## src/rtl/arb_req_holder.sv

```systemverilog
// arb_req_holder: requester-side holding slots for a fixed-priority arbiter.
// Each client owns one slot (EMPTY/PENDING + payload). The pending vector
// drives req_o into an external combinational arbiter; a legal one-hot grant
// moves the granted payload into a single registered valid/ready output stage.
// Optional starvation monitor enabled by defining ARB_REQ_HOLDER_STARVE_MON_EN.
module arb_req_holder #(
    parameter int NUM_REQ      = 4,
    parameter int DATA_W       = 8,
    parameter int STARVE_LIMIT = 15
) (
    input  logic                       clk_i,
    input  logic                       rst_i,
    input  logic [NUM_REQ*DATA_W-1:0]  in_data_i,
    input  logic [NUM_REQ-1:0]         in_valid_i,
    output logic [NUM_REQ-1:0]         in_ready_o,
    output logic [NUM_REQ-1:0]         req_o,
    input  logic [NUM_REQ-1:0]         gnt_i,
    output logic [DATA_W-1:0]          out_data_o,
    output logic [$clog2(NUM_REQ)-1:0] out_idx_o,
    output logic                       out_valid_o,
    input  logic                       out_ready_i,
    output logic                       gnt_err_o,
    output logic [NUM_REQ-1:0]         starve_o
);
    localparam int IDX_W = $clog2(NUM_REQ);

    logic [NUM_REQ-1:0] pend;
    logic [DATA_W-1:0]  slot_data [NUM_REQ];

    logic               out_free;
    logic               gnt_any;
    logic               gnt_onehot;
    logic               gnt_hits_empty;
    logic               gnt_legal;
    logic               gnt_illegal;
    logic               take;
    logic [NUM_REQ-1:0] take_vec;
    logic [NUM_REQ-1:0] gnt_m1;
    logic [IDX_W-1:0]   gnt_idx;
    logic [DATA_W-1:0]  gnt_data;

    // A slot accepts new data only while empty; pending slots are the requests.
    assign in_ready_o = ~pend;
    assign req_o      = pend;

    // Decode the grant: classify it, locate the selected slot, decide the transfer.
    always_comb begin
        gnt_m1         = gnt_i - NUM_REQ'(1);
        gnt_any        = |gnt_i;
        gnt_onehot     = gnt_any && ((gnt_i & gnt_m1) == '0);
        gnt_hits_empty = |(gnt_i & ~pend);
        gnt_legal      = gnt_onehot && !gnt_hits_empty;
        gnt_illegal    = gnt_any && (!gnt_onehot || gnt_hits_empty);
        out_free       = !out_valid_o || out_ready_i;
        // A legal grant against a full, stalled output is simply not taken.
        take           = gnt_legal && out_free;
        take_vec       = take ? gnt_i : '0;
        gnt_idx        = '0;
        gnt_data       = '0;
        for (int i = 0; i < NUM_REQ; i++) begin
            if (gnt_i[i]) begin
                gnt_idx  = IDX_W'(i);
                gnt_data = slot_data[i];
            end
        end
    end

    // Slot occupancy: taken slots empty, empty slots fill on a valid input.
    always_ff @(posedge clk_i) begin
        if (rst_i) begin
            pend <= '0;
        end else begin
            pend <= (pend & ~take_vec) | (in_valid_i & ~pend);
        end
    end

    // Slot payload registers load on capture; contents only matter while pending.
    always_ff @(posedge clk_i) begin
        for (int i = 0; i < NUM_REQ; i++) begin
            if (in_valid_i[i] && !pend[i]) begin
                slot_data[i] <= in_data_i[i*DATA_W +: DATA_W];
            end
        end
    end

    // Output stage: load on a taken grant, drop valid once consumed, else hold.
    always_ff @(posedge clk_i) begin
        if (rst_i) begin
            out_valid_o <= 1'b0;
            out_data_o  <= '0;
            out_idx_o   <= '0;
        end else if (take) begin
            out_valid_o <= 1'b1;
            out_data_o  <= gnt_data;
            out_idx_o   <= gnt_idx;
        end else if (out_ready_i) begin
            out_valid_o <= 1'b0;
        end
    end

    // Grant error flag: one-cycle pulse after a multi-hot grant or a grant to an empty slot.
    always_ff @(posedge clk_i) begin
        if (rst_i) begin
            gnt_err_o <= 1'b0;
        end else begin
            gnt_err_o <= gnt_illegal;
        end
    end

`ifdef ARB_REQ_HOLDER_STARVE_MON_EN
    localparam int               CNT_W = $clog2(STARVE_LIMIT + 1);
    localparam logic [CNT_W-1:0] LIMIT = CNT_W'(STARVE_LIMIT);

    logic [CNT_W-1:0]   wait_cnt [NUM_REQ];
    logic [NUM_REQ-1:0] starve;

    // Per-slot wait counters saturate at the limit; the flag clears the cycle after service.
    always_ff @(posedge clk_i) begin
        if (rst_i) begin
            for (int i = 0; i < NUM_REQ; i++) begin
                wait_cnt[i] <= '0;
            end
            starve <= '0;
        end else begin
            for (int i = 0; i < NUM_REQ; i++) begin
                if (!pend[i] || take_vec[i]) begin
                    wait_cnt[i] <= '0;
                end else if (wait_cnt[i] != LIMIT) begin
                    wait_cnt[i] <= wait_cnt[i] + CNT_W'(1);
                end
                starve[i] <= pend[i] && !take_vec[i] && (wait_cnt[i] == LIMIT);
            end
        end
    end

    assign starve_o = starve;
`else
    assign starve_o = '0;
`endif

endmodule

```

## config.mk

```make
export PLATFORM = sky130hd
export DESIGN_NAME = arb_req_holder
export DESIGN_NICKNAME = d
export VERILOG_FILES = /design/src/rtl/arb_req_holder.sv
export SDC_FILE = /design/constraint.sdc
export NUM_CORES = 1
export LEC_CHECK = 0
export ABC_AREA = 1
export BUFFER_PORTS_ARGS = -buffer_cell sky130_fd_sc_hd__buf_2
export CAP_MARGIN = 15
export CELL_PAD_IN_SITES_DETAIL_PLACEMENT = 1
export CELL_PAD_IN_SITES_GLOBAL_PLACEMENT = 1
export CORE_MARGIN = 4
export CORE_UTILIZATION = 40
export CTS_BUF_LIST = sky130_fd_sc_hd__clkbuf_16
export CTS_CLUSTER_DIAMETER = 60
export DETAILED_ROUTE_END_ITERATION = 7
export PLACE_DENSITY_LB_ADDON = 0.1
export SLEW_MARGIN = 20
export SYNTH_ARGS = -nofsm -noshare
export SYNTH_HDL_FRONTEND = slang
export SYNTH_SLANG_ARGS = --single-unit
export TNS_END_PERCENT = 1
```

## constraint.sdc

```tcl
create_clock -name clk_i -period 2.1 [get_ports clk_i]
set_input_delay 0.21 -clock clk_i [delete_from_list [all_inputs] [get_ports clk_i]]
set_output_delay 0.21 -clock clk_i [all_outputs]
set_load 0.03 [all_outputs]
```

==> implementation parameters, run 1 <==
Parameter                              Value

Floorplanning
  Die boundary height ... approximately 80 um
  Site row count ... 25
  Area enclosed by the die boundary ... between 6000 and 7000 um2
  Core area ... around 4800 um2
  Initial Util ... 0.424
  Ports placed on the boundary ... 67
  Die outline width ... 79.7 um

Clocking
  Deepest clock path buffer count ... 2
  Clock Latency Late Sink ... 0.28 ns
  H-tree levels ... 2
  CTS Hold Buffers Added ... 0
  CTS tree ... done
  CTS clock-pin slew for the worst setup and hold paths ... 0.06 ns
  Root Buffer Master ... sky130_fd_sc_hd__clkbuf_16
  Post-CTS setup-driven buffer insertion count ... 0
  Clock buffers created by TritonCTS ... 5
  Clk sinks ... 48
  Post-cts resize count ... 0

Hold path
  Class of the most critical hold timing path ... in -> reg
  Cells on Worst Hold Path ... 1
  Worst Hold Launch ... in_data_i[19]
  End point of the most critical hold path ... slot_data[2][3]

Detailed routing
  ANT nets after route ... 0
  Wirelength per Cell ... about 15 um
  Via density per instance ... around 4.7
  Vias ... approximately 1600
  Total routed wirelength ... around 5000 um
  DR pass1 iterations ... 4
  Number of design rule violations left after detail routing ... 0
  DR iter-0 viols ... 73

Timing
  Max Slew Vio Count ... 0
  Remaining max-slew budget at the tightest pin ... 0.656
  Achievable clock frequency ... about 650 MHz
  Clk_skew ... between 0.004 and 0.005 ns
  Final Cycle Share ... 0.733
  Clock period minus final worst setup slack ... ~1.5 ns
  Worst setup slack after layout ... 0.560 ns
  Hold Fails Final Rpt ... 0
  Worst Max-Slew Pin Slew ... approximately 0.51 ns
  Min Hold Slack ... a little under 0.1 ns
  Post-Route Setup TNS ... 0 ns
  Setup repair after global routing missed its margin ... no
  Setup violation total in the final timing report ... 0

Setup path
  Type of the setup path with the least slack ... reg -> reg
  Critical path data required time ... 2.27 ns
  Max FO, Critical Path ... 18
  CP Data Arrival Time ... 1.72 ns
  Path depth of the worst reg2reg path ... 5
  End of the worst register-to-register path ... out_data_o[5]
  Worst reg2reg setup slack ... about 0.56 ns
  Type of destination of the critical path ... flop
  Launch point of the worst reg-to-reg path ... req_o[3]
  Startpoint type of the worst setup path ... flop

Placed design
  Placement-stage worst setup slack ... between 0.3 and 0.4 ns
  Placed wire-length estimate ... 3900 um
  Count of input and output buffers ... 62
  Routability cong. ... between 0.7 and 0.8

Power
  Leakage power of the design ... roughly 1.1 nW
  Worst vdd ir ... 444 uV
  Power density over cell area ... 895 nW/um2
  Overall power ... roughly 0.0023 W

Layout
  Utilization of the core after routing ... 0.527
  Layout cells sized above 1 ... 0.368
  Commonest cells after routing, fill and taps aside ... 62 x sky130_fd_sc_hd__buf_2, 32 x sky130_fd_sc_hd__edfxtp_1, 31 x sky130_fd_sc_hd__inv_1, 31 x sky130_fd_sc_hd__nand2_1, 17 x sky130_fd_sc_hd__o21ai_0
  Final #Nets ... 303
  Syn-to-layout area delta ... 24.3%
  Filler cell count in the final layout ... between 500 and 600
  Most common cell after layout, fill and taps aside ... sky130_fd_sc_hd__buf_2
  Diode insertion count for antenna repair ... 0

Logic synthesis
  Largest area contributor in the netlist ... sky130_fd_sc_hd__edfxtp_1
  Netlist area before placement ... about 2000 um2
  Yosys cell types ... 29
  FF+latch count, synth ... 48
  Avg Inst Size Synth ... approximately 10 um2
  Post-synthesis instance total ... 197
  Post-synth top area share ... 0.467
  Post-synthesis sequential area ratio ... 0.623
  Top cells by area, synth ... sky130_fd_sc_hd__edfxtp_1 47%, sky130_fd_sc_hd__dfxtp_1 16%, sky130_fd_sc_hd__nand2_1 5.7%, sky130_fd_sc_hd__inv_1 5.5%, sky130_fd_sc_hd__o21ai_0 4.1%
  Yosys Warn Count ... 0

GRT
  Residual overflow from global routing ... 0
  Overall global routing resource usage ... 0.175
  Number of global-route vias before repair ... roughly 1700
  Number of antenna violations at the first check in global routing ... 0
  Largest net degree at the start of global routing ... 19
  Global-route wire length before repair ... a little over 8000 um

Outcome
  Status ... complete, no violations

Run
  Maximum Capacitance Violations ... 0
-- cell type report --
class	count	area (um2)	area share
Sequential cell	48	1280	0.501
Multi-Input combinational cell	112	601	0.235
Timing Repair Buffer	62	310	0.121
Clock buffer	5	125	0.0489
Inverter	31	118	0.0460
Tap cell	67	83.8	0.0328
Clock inverter	3	38.8	0.0152
-- worst max-delay path by stage --
stage,from,end,depth (start not counted)
3_5_place_dp,gnt_i[3],out_data_o[5],9
3_3_place_gp,gnt_i[3],out_data_o[5],9
5_1_grt,req_o[3],out_data_o[2],5
4_1_cts,req_o[3],out_data_o[5],5
6_report,req_o[3],out_data_o[5],5
2_1_floorplan,req_o[3],out_idx_o[0],6
-- cells in the mapped netlist --
cell type and n:
sky130_fd_sc_hd__buf_2 1, sky130_fd_sc_hd__a21oi_1 6, sky130_fd_sc_hd__conb_1 1, sky130_fd_sc_hd__nand2_1 31, sky130_fd_sc_hd__nand3b_1 1, sky130_fd_sc_hd__nor2_1 11
sky130_fd_sc_hd__inv_1 30, sky130_fd_sc_hd__o21ai_0 17, sky130_fd_sc_hd__or2_2 7, sky130_fd_sc_hd__nand2_4 2, sky130_fd_sc_hd__nor2_4 1, sky130_fd_sc_hd__nand4_1 6
sky130_fd_sc_hd__buf_6 1, sky130_fd_sc_hd__buf_4 4, sky130_fd_sc_hd__buf_8 1, sky130_fd_sc_hd__clkbuf_1 1, sky130_fd_sc_hd__a21oi_2 1, sky130_fd_sc_hd__o21ai_2 1
sky130_fd_sc_hd__nand2_2 11, sky130_fd_sc_hd__a31oi_1 8, sky130_fd_sc_hd__nor2_2 1, sky130_fd_sc_hd__dfxtp_1 16, sky130_fd_sc_hd__nand3_1 1, sky130_fd_sc_hd__clkinv_2 1
sky130_fd_sc_hd__nor2_8 1, sky130_fd_sc_hd__buf_1 1, sky130_fd_sc_hd__nand3_4 1, sky130_fd_sc_hd__edfxtp_1 32, sky130_fd_sc_hd__o21ai_1 1
-- per-stage QoR --
stage | cell area (um2) | cells
detailed placement | 2390 | 320
global placement | 2390 | 320
finish | 2560 | 328
global route | 2560 | 328
CTS | 2560 | 328
floorplan | 2070 | 200
-- metal layers --
layer,GRT usage,vias to the layer above,share of wire
met2,0.280,59,0.50
met3,0.0485,13,0.057
met1,0.213,716,0.42
li1,-,764,-
met4,0.0928,0,0.030
met5,0,-,0
-- worst max-delay path, cell delays in order (launching register included) --
cell	delay, ns
sky130_fd_sc_hd__dfxtp_1	0.37
sky130_fd_sc_hd__inv_1	0.10
sky130_fd_sc_hd__o21ai_2	0.33
sky130_fd_sc_hd__nand3_4	0.29
sky130_fd_sc_hd__o21ai_0	0.28
sky130_fd_sc_hd__nor2_1	0.06
-- where the power goes --
group	leakage [nW]	internal (W)	switching, W
sequential	0.438	0.00108	0.0000237
combinational	0.615	0.0000951	0.000210
clock	0.0850	0.000555	0.000329
-- registers in the layout (all words and copies together), names as in the netlist --
register,cells
slot_data,32
out_data_o,8
req_o,4
out_idx_o,2
gnt_err_o,1
out_valid_o,1
-- kinds of logic (layout without fill, tap and decap cells) --
| family | count (synthesis) | in the layout | synth area share |
|---|---|---|---|
| AO/OA/AOI/OAI | 34 | 34 | 0.0912 |
| flip-flops | 48 | 48 | 0.623 |
| other | 1 | 4 | 0.00182 |
| buffers and inverters | 40 | 101 | 0.0906 |
| AND/OR/NAND/NOR | 74 | 74 | 0.193 |
Power figures use the tool's default switching activity.
==> run 2, diff against run 1 <==
- CORE_UTILIZATION: 40 -> 38
- clock period: 2.1 -> 1.5 ns (I/O delays scaled with it)
==> run 2 against run 1 <==
  * Sequential share of layout area shrank 1.3 points
  * Highest routed layer unchanged
  * Design area increased by 2.7%
  * Hold slack got worse by 0.060 ns
  * Worst setup slack lost 0.40 ns
==> implementation parameters, run 2 (synthesized netlist as in run 1, its figures left out) <==
Parameter                              Value

Power
  Power density over cell area ... between 1000 and 1500 nW/um2
  Worst vdd ir ... between 500 and 600 uV
  Leakage power of the design ... between 1 and 1.5 nW

Setup path
  Crit-path leading delay family ... flip-flops
  Delay of the slowest critical-path stage ... 0.36 ns
  Type of destination of the critical path ... flop
  Crit path buffers/inverters ... 3
  CP Data Arrival Time ... 1.57 ns
  Type of the setup path with the least slack ... reg -> reg
  Max FO, Critical Path ... 15
  Critical path data required time ... 1.72 ns
  Startpoint type of the worst setup path ... flop
  CP Cell Sequence ... inv_2 > o21ai_4 > nand3_4 > buf_4 > nand2_2 > inv_1 > nor2_1
  Worst reg2reg setup slack ... between 0.15 and 0.2 ns
  Worst path slowest cell ... sky130_fd_sc_hd__dfxtp_1

Layout
  Filler cell count in the final layout ... 624
  Commonest cells after routing, fill and taps aside ... 62 x sky130_fd_sc_hd__buf_2, 32 x sky130_fd_sc_hd__edfxtp_1, 31 x sky130_fd_sc_hd__nand2_1, 28 x sky130_fd_sc_hd__inv_1, 17 x sky130_fd_sc_hd__o21ai_0
  Final cell area excluding filler cells ... 2630 um2
  Area of combinational cells with multiple inputs ... 608 um2
  Register area ... about 1300 um2
  Diode insertion count for antenna repair ... 0
  Syn-to-layout area delta ... 27.7%
  Most common cell after layout, fill and taps aside ... sky130_fd_sc_hd__buf_2
  Layout cells sized above 1 ... 0.406
  Top reg by flops ... slot_data
  Max FFs per register ... 32
  Final #Nets ... 314

Detailed routing
  Total routed wirelength ... ~4700 um
  DR iter-0 viols ... between 40 and 50
  DR pass1 iterations ... 4
  Number of design rule violations left after detail routing ... 0
  Wirelength per Cell ... between 10 and 15 um
  Vias ... 1540
  ANT nets after route ... 0
  Via density per instance ... around 4.5

Placed design
  Placed wire-length estimate ... 3710 um
  Post-DP Area ... 2440 um2
  Count of input and output buffers ... 62
  Routability cong. ... approximately 0.79

GRT
  Overall global routing resource usage ... 0.154
  Largest net degree at the start of global routing ... 19
  Number of antenna violations at the first check in global routing ... 0
  Global-route wire length before repair ... roughly 7600 um
  Number of global-route vias before repair ... between 1500 and 2000
  Residual overflow from global routing ... 0

Timing
  Clock period minus final worst setup slack ... about 1.3 ns
  Final Cycle Share ... 0.895
  Max Slew Vio Count ... 0
  Setup repair after global routing missed its margin ... no
  Post-Route Setup TNS ... 0 ns
  Setup violation total in the final timing report ... 0
  Achievable clock frequency ... around 740 MHz
  Clk_skew ... ~0.0041 ns
  Hold Fails Final Rpt ... 0

Floorplanning
  Site row count ... 26
  Area enclosed by the die boundary ... approximately 6700 um2
  Ports placed on the boundary ... 67
  Initial Util ... 0.398
  Die boundary height ... 81.6 um
  Core area ... around 5200 um2
  Die outline width ... between 80 and 90 um

Clocking
  Deepest clock path buffer count ... 2
  CTS Hold Buffers Added ... 0
  CTS tree ... done
  Post-cts resize count ... 0
  CTS clock-pin slew for the worst setup and hold paths ... 0.06 ns
  Clock Latency Late Sink ... between 0.2 and 0.3 ns
  Post-CTS setup-driven buffer insertion count ... 0
  H-tree levels ... 2
  Clock buffers created by TritonCTS ... 5
  Root Buffer Master ... sky130_fd_sc_hd__clkbuf_16
  Clk sinks ... 48

Outcome
  Status ... complete, no violations

Hold path
  Class of the most critical hold timing path ... in -> reg

Run
  Maximum Capacitance Violations ... 0
[run 2: worst reg2reg max path, stage by stage, from the launching register on]
cell and delay [ns]:
sky130_fd_sc_hd__dfxtp_1 0.36, sky130_fd_sc_hd__inv_2 0.07, sky130_fd_sc_hd__o21ai_4 0.25, sky130_fd_sc_hd__nand3_4 0.23, sky130_fd_sc_hd__buf_4 0.21, sky130_fd_sc_hd__nand2_2 0.04, sky130_fd_sc_hd__inv_1 0.03, sky130_fd_sc_hd__nor2_1 0.08
[run 2: layer usage]
metal | track usage | wire length [um] | share of wire | up-vias
li1 | - | - | - | 786
met2 | 0.253 | 2380 | 0.50 | 45
met5 | 0 | 0 | 0 | -
met4 | 0.0615 | 73 | 0.015 | 0
met1 | 0.194 | 2000 | 0.42 | 701
met3 | 0.0395 | 287 | 0.061 | 8
[run 2: worst paths after layout]
check | startpoint | to | cells after the start
worst max register to register | req_o[3] | out_data_o[4] | 7
worst min-delay path | in_data_i[8] | slot_data[1][0] | 1
worst max-delay path | req_o[3] | out_data_o[4] | 7
worst min register to register | out_idx_o[0] | out_idx_o[0] | 2
[run 2: area by class of cell]
cell class / instances / area share
inverter: 31 / 0.0448
multi-input combinational: 112 / 0.232
tap: 70 / 0.0333
clock buffer: 5 / 0.0476
clock inverter: 2 / 0.00476
timing repair buffer: 73 / 0.150
sequential: 48 / 0.488
[run 2: power breakdown]
| group | leakage, nW | switching (W) | internal [W] |
|---|---|---|---|
| Sequential | 0.438 | 0.0000331 | 0.00151 |
| Combinational | 0.664 | 0.000288 | 0.000154 |
| Clock | 0.0618 | 0.000454 | 0.000603 |
| Total | 1.16 | 0.000775 | 0.00226 |
[run 2: metrics by stage]
step                 util  hold slack, ns  setup slack [ns]  power [W]  cells
finish              0.508          0.0365             0.157    0.00304    341
floorplan               -           0.249            0.0204    0.00186    200
global route        0.508          0.0237            0.0333    0.00319    341
CTS                 0.499          0.0301            0.0690    0.00307    335
detailed placement  0.472           0.329            0.0570    0.00201    328
global placement    0.472           0.327             0.112    0.00200    328
==> run 3, diff against run 2 <==
--- a/config.mk
+++ b/config.mk
@@ -12,4 +12,4 @@
 export CELL_PAD_IN_SITES_GLOBAL_PLACEMENT = 1
-export CORE_MARGIN = 4
-export CORE_UTILIZATION = 38
+export CORE_MARGIN = 2
+export CORE_UTILIZATION = 34
 export CTS_BUF_LIST = sky130_fd_sc_hd__clkbuf_16
==> constraint.sdc (replaced) <==
create_clock -name clk_i -period 1.09 [get_ports clk_i]
set_input_delay 0.218 -clock clk_i [delete_from_list [all_inputs] [get_ports clk_i]]
set_output_delay 0.218 -clock clk_i [all_outputs]
set_load 0.03 [all_outputs]
==> run 3 against run 2 <==
  * The flow now finishes with violations (negative setup slack)
  * Via count up 6.8%
  * Global-route usage up 1.4 points
  * Sequential power grew 38%
  * Clock skew up 0.0012 ns
  * Die area is 0.50% higher
  * Non-clock buffer count increased by 18
  * Power up 60%
  * Register-to-register slack worse by 0.26 ns
  * First-iteration DRC count up 6.4%
  * Clock-buffer cell count stayed put
  * Sequential share of layout area is 5.8 points lower
==> implementation parameters, run 3 (synthesized netlist as in run 1, its figures left out) <==
Parameter                              Value

Outcome
  Status ... complete, but fails checks
  Violated checks ... negative setup slack

GRT
  M2 GR Usage ... 0.309
  Met3 capacity usage during global routing ... 0.0374
  Global-route wire length before repair ... just over 8000 um
  Number of antenna violations at the first check in global routing ... 0
  M1 GR Usage ... 0.199
  Overall global routing resource usage ... 0.168
  Largest net degree at the start of global routing ... 16
  Layer with the highest usage after global routing ... met2
  Number of global-route vias before repair ... around 1700
  Residual overflow from global routing ... 0

Detailed routing
  Wirelength per Cell ... between 10 and 15 um
  Total routed wirelength ... around 5100 um
  Number of design rule violations left after detail routing ... 0
  DR pass1 iterations ... 3
  Vias ... roughly 1600
  ANT nets after route ... 0
  DR iter-0 viols ... 50
  Via density per instance ... 4.49

Setup path
  Crit path buffers/inverters ... 3
  CP Cell Sequence ... inv_8 > buf_4 > buf_2
  Type of destination of the critical path ... output port
  Crit-path leading delay family ... flip-flops
  Worst path slowest cell ... sky130_fd_sc_hd__dfxtp_4
  Delay of the slowest critical-path stage ... roughly 0.36 ns
  Critical path data required time ... approximately 0.87 ns
  Type of the setup path with the least slack ... reg -> out
  Max FO, Critical Path ... 2
  Startpoint type of the worst setup path ... flop
  CP Data Arrival Time ... between 0.9 and 1 ns

Timing
  Achievable clock frequency ... 825 MHz
  Max Slew Vio Count ... 0
  Clk_skew ... roughly 0.0053 ns
  Setup violation total in the final timing report ... 23
  Hold Fails Final Rpt ... 0
  Worst setup slack after layout ... -0.123 ns
  Clock period minus final worst setup slack ... roughly 1.2 ns
  Final Cycle Share ... 1.11
  Setup repair after global routing missed its margin ... yes
  Post-Route Setup TNS ... -1.49 ns

Floorplanning
  Site row count ... 28
  Die boundary height ... between 80 and 90 um
  Area enclosed by the die boundary ... roughly 6700 um2
  Initial Util ... 0.349
  Ports placed on the boundary ... 67
  Die outline width ... a little over 80 um
  Core area ... approximately 5900 um2

Layout
  Final cell count without fillers ... between 300 and 400
  Max FFs per register ... 32
  Syn-to-layout area delta ... 46.3%
  Most common cell after layout, fill and taps aside ... sky130_fd_sc_hd__buf_2
  Layout cells sized above 1 ... 0.522
  Top reg by flops ... slot_data
  Final #Nets ... 333
  Final cell area excluding filler cells ... roughly 3000 um2
  Commonest cells after routing, fill and taps aside ... 52 x sky130_fd_sc_hd__buf_2, 32 x sky130_fd_sc_hd__edfxtp_1, 26 x sky130_fd_sc_hd__nand2_1, 26 x sky130_fd_sc_hd__buf_4, 19 x sky130_fd_sc_hd__inv_1
  Filler cell count in the final layout ... 697
  Diode insertion count for antenna repair ... 0

Power
  Power density over cell area ... about 1600 nW/um2
  Sw Pwr ... approximately 0.0011 W
  Fraction of power consumed by the clock network ... 0.398
  Leakage power of the design ... ~1.3 nW
  Combinational Power Share ... 0.166
  Switching Fraction ... 0.234
  Overall power ... between 0.004 and 0.005 W
  Register share of total power ... 0.436
  Worst vdd ir ... a little over 1000 uV
  Cell internal power dissipation ... between 0.003 and 0.004 W

Clocking
  Clk sinks ... 48
  CTS tree ... done
  Root Buffer Master ... sky130_fd_sc_hd__clkbuf_16
  Post-CTS setup-driven buffer insertion count ... 0
  Deepest clock path buffer count ... 2
  H-tree levels ... 2
  Clock Latency Late Sink ... 0.28 ns
  Clock buffers created by TritonCTS ... 5
  CTS clock-pin slew for the worst setup and hold paths ... around 0.06 ns

Placed design
  Placed instance count ... 357
  Count of input and output buffers ... 62
  Post-DP Area ... ~2700 um2
  Placed wire-length estimate ... around 3900 um
  Routability cong. ... 0.745
  Placement-stage worst setup slack ... -0.371 ns

Hold path
  Class of the most critical hold timing path ... in -> reg

Run
  Maximum Capacitance Violations ... 0
[run 3: cell types whose count changed in the layout (fill, tap and decap cells not counted), moves of 3 or more]
cell	previous run	this run
sky130_fd_sc_hd__o21ai_0	17	9
sky130_fd_sc_hd__dfxtp_1	15	12
sky130_fd_sc_hd__nand2_1	31	26
sky130_fd_sc_hd__nor2_1	11	8
sky130_fd_sc_hd__dfxtp_4	0	3
sky130_fd_sc_hd__nand2_2	11	14
sky130_fd_sc_hd__o21ai_1	1	8
sky130_fd_sc_hd__buf_12	0	4
sky130_fd_sc_hd__buf_6	0	9
sky130_fd_sc_hd__inv_1	28	19
sky130_fd_sc_hd__buf_2	62	52
sky130_fd_sc_hd__buf_4	11	26
sky130_fd_sc_hd__inv_2	2	9
[run 3: worst register-to-register path, cell delays in order, from the launching register on]
cell and delay [ns]:
sky130_fd_sc_hd__dfxtp_4 0.37, sky130_fd_sc_hd__inv_8 0.03, sky130_fd_sc_hd__nor2_4 0.09, sky130_fd_sc_hd__nor2_4 0.06
sky130_fd_sc_hd__nor2_8 0.11, sky130_fd_sc_hd__nand3_4 0.13, sky130_fd_sc_hd__buf_6 0.16, sky130_fd_sc_hd__nand2_4 0.05
sky130_fd_sc_hd__inv_2 0.03, sky130_fd_sc_hd__nor2_2 0.09
[run 3: routing by layer]
metal  up-vias  wire, um
met5         -         0
met1       768      2060
li1        830         -
met4         0        23
met2        45      2810
met3         2       216
[run 3: final timing paths]
check,start,to,slack [ns],cells past startpoint
max,req_o[1],in_ready_o[1],-0.12,3
min,in_data_i[14],slot_data[1][6],0.10,1
max reg2reg,req_o[1],out_data_o[1],-0.10,9
min reg2reg,out_idx_o[0],out_idx_o[0],0.46,2
[run 3: metrics by stage]
| stage | hold WS, ns | utilization |
|---|---|---|
| 6_report | 0.105 | 0.511 |
| 5_1_grt | 0.0971 | 0.511 |
| 4_1_cts | 0.101 | 0.506 |
| 3_5_place_dp | 0.396 | 0.461 |
| 3_3_place_gp | 0.395 | 0.461 |
| 2_1_floorplan | 0.317 | - |
[run 3: power groups by stage]
stage	Clock (W)	Combinational [W]	Sequential, W
2_1_floorplan	0	0.000338	0.00223
3_3_place_gp	0	0.000731	0.00216
3_5_place_dp	0	0.000738	0.00216
4_1_cts	0.00198	0.000798	0.00212
5_1_grt	0.00205	0.000886	0.00214
6_report	0.00194	0.000808	0.00212
[run 3: timing repair]
action | CTS | global route
gates cloned | 1 | 0
hold buffers | 0 | 0
pin swaps | 3 | 1
setup endpoints to repair | 49 | 59
hold endpoints to repair | 0 | 0
resized for setup | 29 | 23
[run 3: area by class of cell]
type	instances	area [um2]	area share
Sequential cell	48	1290	0.430
Clock buffer	5	125	0.0416
Tap cell	75	93.8	0.0312
Multi-Input combinational cell	113	666	0.221
Inverter	31	130	0.0432
Timing Repair Buffer	91	637	0.212
Clock inverter	3	63.8	0.0212
